$ cat src/rtl/modbus_rx_frame_ctrl.sv
// modbus_rx_frame_ctrl: Modbus RTU frame delimiting, address filter, length bound and CRC16 check (CRC built only with MODBUS_RX_CRC_CHECK_EN)
module modbus_rx_frame_ctrl #(
  parameter int T35_CYCLES = 100260,
  parameter logic [7:0] SLAVE_ADDR = 8'd2,
  parameter int MAX_LEN = 25
) (
  input  logic       clk,
  input  logic       rst,
  input  logic [7:0] rx_byte,
  input  logic       rx_valid,
  output logic [7:0] frame_byte,
  output logic       frame_wr,
  output logic [5:0] frame_idx,
  output logic [5:0] frame_len,
  output logic       frame_done,
  output logic       frame_err,
  output logic       busy
);
  localparam int CW = $clog2(T35_CYCLES + 1);
  localparam logic [CW-1:0] T35 = CW'(T35_CYCLES);
  localparam logic [5:0] ML = 6'(MAX_LEN);
  typedef enum logic [1:0] {SYNC, IDLE, RECV, DISCARD} state_t;
  state_t state;
  logic [CW-1:0] sil;
  logic [5:0] count;
  logic expire;
  assign expire = !rx_valid && (sil == T35 - 1'b1);
`ifdef MODBUS_RX_CRC_CHECK_EN
  logic [15:0] crc;
  function automatic logic [15:0] crc_upd(input logic [15:0] c, input logic [7:0] b);
    logic [15:0] r;
    r = c ^ {8'h00, b};
    for (int i = 0; i < 8; i++) r = r[0] ? (r >> 1) ^ 16'hA001 : r >> 1;
    return r;
  endfunction
  // running residual; the low byte of the frame CRC arrives first so a good frame folds to zero
  always_ff @(posedge clk or posedge rst)
    if (rst) crc <= 16'hFFFF;
    else if (rx_valid && (state == IDLE || (state == RECV && count < ML)))
      crc <= crc_upd(state == IDLE ? 16'hFFFF : crc, rx_byte);
`endif
  // line silence counter; a byte in the expire cycle restarts it and suppresses expire
  always_ff @(posedge clk or posedge rst)
    if (rst) sil <= '0;
    else sil <= rx_valid ? '0 : (sil == T35 ? sil : sil + 1'b1);
  // frame state machine with registered strobes
  always_ff @(posedge clk or posedge rst)
    if (rst) begin
      state <= SYNC;
      count <= '0;
      frame_byte <= '0;
      frame_wr <= 1'b0;
      frame_idx <= '0;
      frame_len <= '0;
      frame_done <= 1'b0;
      frame_err <= 1'b0;
      busy <= 1'b0;
    end else begin
      frame_wr <= 1'b0;
      frame_done <= 1'b0;
      frame_err <= 1'b0;
      case (state)
        SYNC: if (expire) state <= IDLE;
        IDLE:
          if (rx_valid) begin
            if (rx_byte == SLAVE_ADDR) begin
              state <= RECV;
              busy <= 1'b1;
              frame_wr <= 1'b1;
              frame_byte <= rx_byte;
              frame_idx <= '0;
              count <= 6'd1;
            end else state <= DISCARD;
          end
        RECV:
          if (rx_valid) begin
            if (count < ML) begin
              frame_wr <= 1'b1;
              frame_byte <= rx_byte;
              frame_idx <= count;
              count <= count + 6'd1;
            end else begin
              state <= DISCARD;
              busy <= 1'b0;
              frame_err <= 1'b1;
              frame_len <= ML;
            end
          end else if (expire) begin
            state <= IDLE;
            busy <= 1'b0;
            frame_len <= count;
`ifdef MODBUS_RX_CRC_CHECK_EN
            frame_done <= count >= 6'd4 && crc == 16'h0000;
            frame_err <= count < 6'd4 || crc != 16'h0000;
`else
            frame_done <= count >= 6'd4;
            frame_err <= count < 6'd4;
`endif
          end
        DISCARD: if (expire) state <= IDLE;
      endcase
    end
endmodule

$ cat config.mk
export PLATFORM = sky130hd
export DESIGN_NAME = modbus_rx_frame_ctrl
export DESIGN_NICKNAME = d
export VERILOG_FILES = /design/src/rtl/modbus_rx_frame_ctrl.sv
export SDC_FILE = /design/constraint.sdc
export NUM_CORES = 1
export LEC_CHECK = 0
export CELL_PAD_IN_SITES_DETAIL_PLACEMENT = 1
export CELL_PAD_IN_SITES_GLOBAL_PLACEMENT = 2
export CORE_MARGIN = 2
export CORE_UTILIZATION = 30
export DETAILED_ROUTE_END_ITERATION = 6
export PLACE_DENSITY_LB_ADDON = 0.1
export SLEW_MARGIN = 40
export SYNTH_ARGS = -nofsm -noshare
export SYNTH_HDL_FRONTEND = slang
export SYNTH_SLANG_ARGS = --single-unit
$ cat constraint.sdc
create_clock -name clk -period 3.58 [get_ports clk]
set_clock_uncertainty 0.1 [all_clocks]
set_input_delay 0.358 -clock clk [delete_from_list [all_inputs] [get_ports clk]]
set_output_delay 0.358 -clock clk [all_outputs]
set_load 0.01 [all_outputs]
==> flow_results.org <==
** Power and ir drop
- PnR Total Power :: 1740 uW
- Worst supply voltage drop on vdd :: 208 uV
- In this run the power density over the cells is 575 nW/um^2.
- Leakage power :: 0.00124 uW

** CTS
- Inserted Clock Buffers :: 5
- The later pin in the worst-skew pair is clocked with a latency of 0.30 ns.
- Cts repair resizes :: 0
- Clock tree from TritonCTS :: built
- Once the clock tree was built, the setup fixing pass inserted 0 buffers.
- Buffers inserted to repair hold after CTS numbered 0.
- In this run the deepest clock path goes through 2 buffers.
- Cell chosen for the clock root :: sky130_fd_sc_hd__clkbuf_8
- Number of clock sinks seen by CTS :: 49
- In this run the number of H-tree levels came out at 2.
- Clock slew seen by the registers of the worst setup and hold paths :: 0.09 ns

** Synthesis
- After synthesis the netlist holds a flip-flop and latch count of 49.
- For this run, the register share of the synthesized area comes to 0.488.
- Number of standard cells after synthesis :: 245
- The cell area that synthesis handed to floorplanning was 2510 um^2.
- Netlist cell types :: 50
- The synthesized design contains 0 enable-type register cells.
- In the synthesized netlist the async set-or-reset flop fraction comes to 1.00.
- Net Count, Synth :: 263
- Synth Warn # :: 0
- In the synthesized netlist the dominant register cell turns out to be sky130_fd_sc_hd__dfrtp_1.
- Mean cell area of the mapped netlist :: 10.2 um^2

** Cells and area
- Final Net Count :: 295
- The library cell used most frequently in the layout, excluding fill and tap cells, is sky130_fd_sc_hd__dfrtp_1.
- From synthesis to final layout, the design area changed by 20.6%.
- Proportion of layout cells with a drive suffix above 1 :: 0.0578
- Post-route insts no fill :: 382
- In the layout the commonest cells are sky130_fd_sc_hd__dfrtp_1, sky130_fd_sc_hd__clkdlybuf4s50_1, sky130_fd_sc_hd__inv_1, sky130_fd_sc_hd__nor2_1, sky130_fd_sc_hd__nand2_1.
- The repair_antennas step left the layout with diodes totalling 0.

** Timing
- Final total negative setup slack :: 0 ns
- Crit path time final :: 2.75 ns
- Headroom to the max-slew limit came out at 0.514.
- Count of final max-slew check failures :: 0
- Max frequency :: 364 MHz
- Period utilisation layout :: 0.768
- Setup violations remaining at the end of the flow were counted as 0.
- At the pin with the least slew margin, the transition time is 0.718 ns.
- Unrepaired setup endpoints after global routing :: false
- The number of hold violations in the final report came to 0.

** Die
- The die covers 9120 um^2.
- Ports placed on the boundary :: 35
- The floorplan has 33 rows.
- Initial core utilization :: 0.307
- Die boundary height :: 95.5 um
- Chip width :: 95.5 um
- The floorplan step defined a core boundary enclosing 8180 um^2.

** Flow run
- Count of max-cap constraint violations :: 0

** Critical path
- On the worst path, the slowest cell contributes a delay of 0.56 ns.
- Cell breakdown of the critical path :: inv_1 -> ha_1 -> inv_1 -> a211o_1 -> a211o_2 -> mux2_1
- Critical Path Most Common Cell :: sky130_fd_sc_hd__inv_1
- The worst setup path is of the reg2reg kind.
- STA puts the critical path data required time at 3.66 ns.
- STA classifies the critical path startpoint as a flop.
- The worst setup path is captured at a flop.
- Of all nets on the critical path, the largest fanout is 18.
- CP max stage cell :: sky130_fd_sc_hd__ha_1
- Arrival time reported for the critical path endpoint :: 2.83 ns

** Placement
- Input and output buffers added on the ports amount to 34.
- Summed over all nets, the half-perimeter wirelength after detailed placement is 4350 um.
- Inst Count DP :: 375
- At the end of routability-driven placement, the weighted congestion stood at 0.731.

** Min path
- Class of the tightest hold or removal check :: in2async

** Routing
- In this run the remaining antenna-violating nets after routing total 0.
- The routed layout has 1928 vias.
- Total routed wirelength :: 6150 um
- The pre-antenna-repair detailed-routing pass consisted of 4 iterations.
- Remaining routing DRC violations :: 0
- In the routed layout, each cell is associated on average with a via count of 5.05.
- Routed len/inst :: 16.1 um
- Drt first-iter violations :: 66

** GRT
- For this run, the total global-route usage over all layers was measured as 0.149.
- Global routing finished with a remaining overflow of 0.
- The first global-routing pass estimated 10500 um of wire.
- The number of global-route vias before repair came to 2036.
- Number of antenna violations at the first check in global routing :: 0
- Pin count of the biggest net entering global routing :: 36

** Run status
- The run finished with clean final reports.
[power by group]
part / internal [uW] / switching, uW
registers: 665 / 89.3
clock network: 154 / 182
logic: 326 / 325
total: 1140 / 595
[Yosys cell counts, types with 2 or more instances]
library cell               number  share of area
sky130_fd_sc_hd__a211o_1        4          0.014
sky130_fd_sc_hd__a211oi_1       2         0.0060
sky130_fd_sc_hd__a21oi_1       11          0.022
sky130_fd_sc_hd__a22o_1         4          0.014
sky130_fd_sc_hd__and2_1         4          0.010
sky130_fd_sc_hd__and4_1         4          0.014
sky130_fd_sc_hd__buf_2          2         0.0040
sky130_fd_sc_hd__buf_6          2         0.0090
sky130_fd_sc_hd__clkbuf_1       6         0.0090
sky130_fd_sc_hd__dfrtp_1       49           0.49
sky130_fd_sc_hd__ha_1           7          0.035
sky130_fd_sc_hd__inv_1         19          0.028
sky130_fd_sc_hd__mux2_1         7          0.031
sky130_fd_sc_hd__mux2i_1        8          0.032
sky130_fd_sc_hd__nand2_1       15          0.022
sky130_fd_sc_hd__nand2b_1       2         0.0050
sky130_fd_sc_hd__nand3_1        7          0.014
sky130_fd_sc_hd__nand4_1        8          0.020
sky130_fd_sc_hd__nor2_1        18          0.027
sky130_fd_sc_hd__nor2b_1        2         0.0050
sky130_fd_sc_hd__nor3_1         7          0.014
sky130_fd_sc_hd__nor4_1         6          0.015
sky130_fd_sc_hd__nor4b_1        2         0.0070
sky130_fd_sc_hd__o21ai_0        7          0.014
sky130_fd_sc_hd__o22a_1         2         0.0070
sky130_fd_sc_hd__o22ai_1        2         0.0050
sky130_fd_sc_hd__or3_1          6          0.015
sky130_fd_sc_hd__xnor2_1        9          0.031
sky130_fd_sc_hd__xor2_1         2         0.0070
[worst paths after layout]
check	from	endpoint	cells past startpoint	slack (ns)
setup / recovery	state[0]$_DFFE_PP0P_	frame_byte[2]$_DFFE_PP0P_	6	0.83
hold / removal	rst	frame_len[1]$_DFFE_PP0P_	2	0.35
setup reg to reg	state[0]$_DFFE_PP0P_	frame_byte[2]$_DFFE_PP0P_	6	0.83
hold reg to reg	frame_byte[0]$_DFFE_PP0P_	frame_byte[0]$_DFFE_PP0P_	1	0.40
max in group asynchronous	rst	state[0]$_DFFE_PP0P_	3	2.39
min in group clk	frame_byte[0]$_DFFE_PP0P_	frame_byte[0]$_DFFE_PP0P_	1	0.40
[registers in the layout, summed over array words and instances, names as in the netlist]
signal and flops:
sil 17, frame_byte 8, count 6, frame_idx 6
frame_len 6, state 2, busy 1, frame_done 1
frame_err 1, frame_wr 1
[critical path: cells and delay by family (launching register included)]
family | cells | cell delay [ns]
AOI/OAI and AO/OA | 2 | 0.85
adders and majority gates | 1 | 0.56
DFF | 1 | 0.41
muxes | 1 | 0.39
buffers and inverters | 2 | 0.33
[area by class of cell]
cell class	instances	area, um^2
clock buffers	7	86.3
fillers	936	5150
inverters	19	72.6
multi-input cells	166	1160
flip-flops and latches	49	1230
well taps	105	131
repair buffers	36	355
[through the flow]
stage,util,setup WS (ns),area [um^2],hold WS [ns]
4_1_cts,0.370,0.666,3030,0.414
5_1_grt,0.370,0.637,3030,0.383
2_1_floorplan,-,1.44,2510,0.390
6_report,0.370,0.829,3030,0.348
3_3_place_gp,0.360,0.775,2940,0.370
3_5_place_dp,0.360,0.678,2940,0.385
[cells by family after synthesis]
family	share of synthesized area
buffers and inverters	0.0518
adder cells (fa/ha/maj)	0.0349
XOR/XNOR	0.0384
AO/OA/AOI/OAI	0.119
multiplexers	0.0693
flip-flops	0.488
AND/OR/NAND/NOR	0.198
[layer usage]
layer	wire length, um	global-route usage
met5	0	0
met4	30	0.0357
met3	111	0.0285
met2	3200	0.258
met1	2810	0.191
Power figures use the tool's default switching activity.
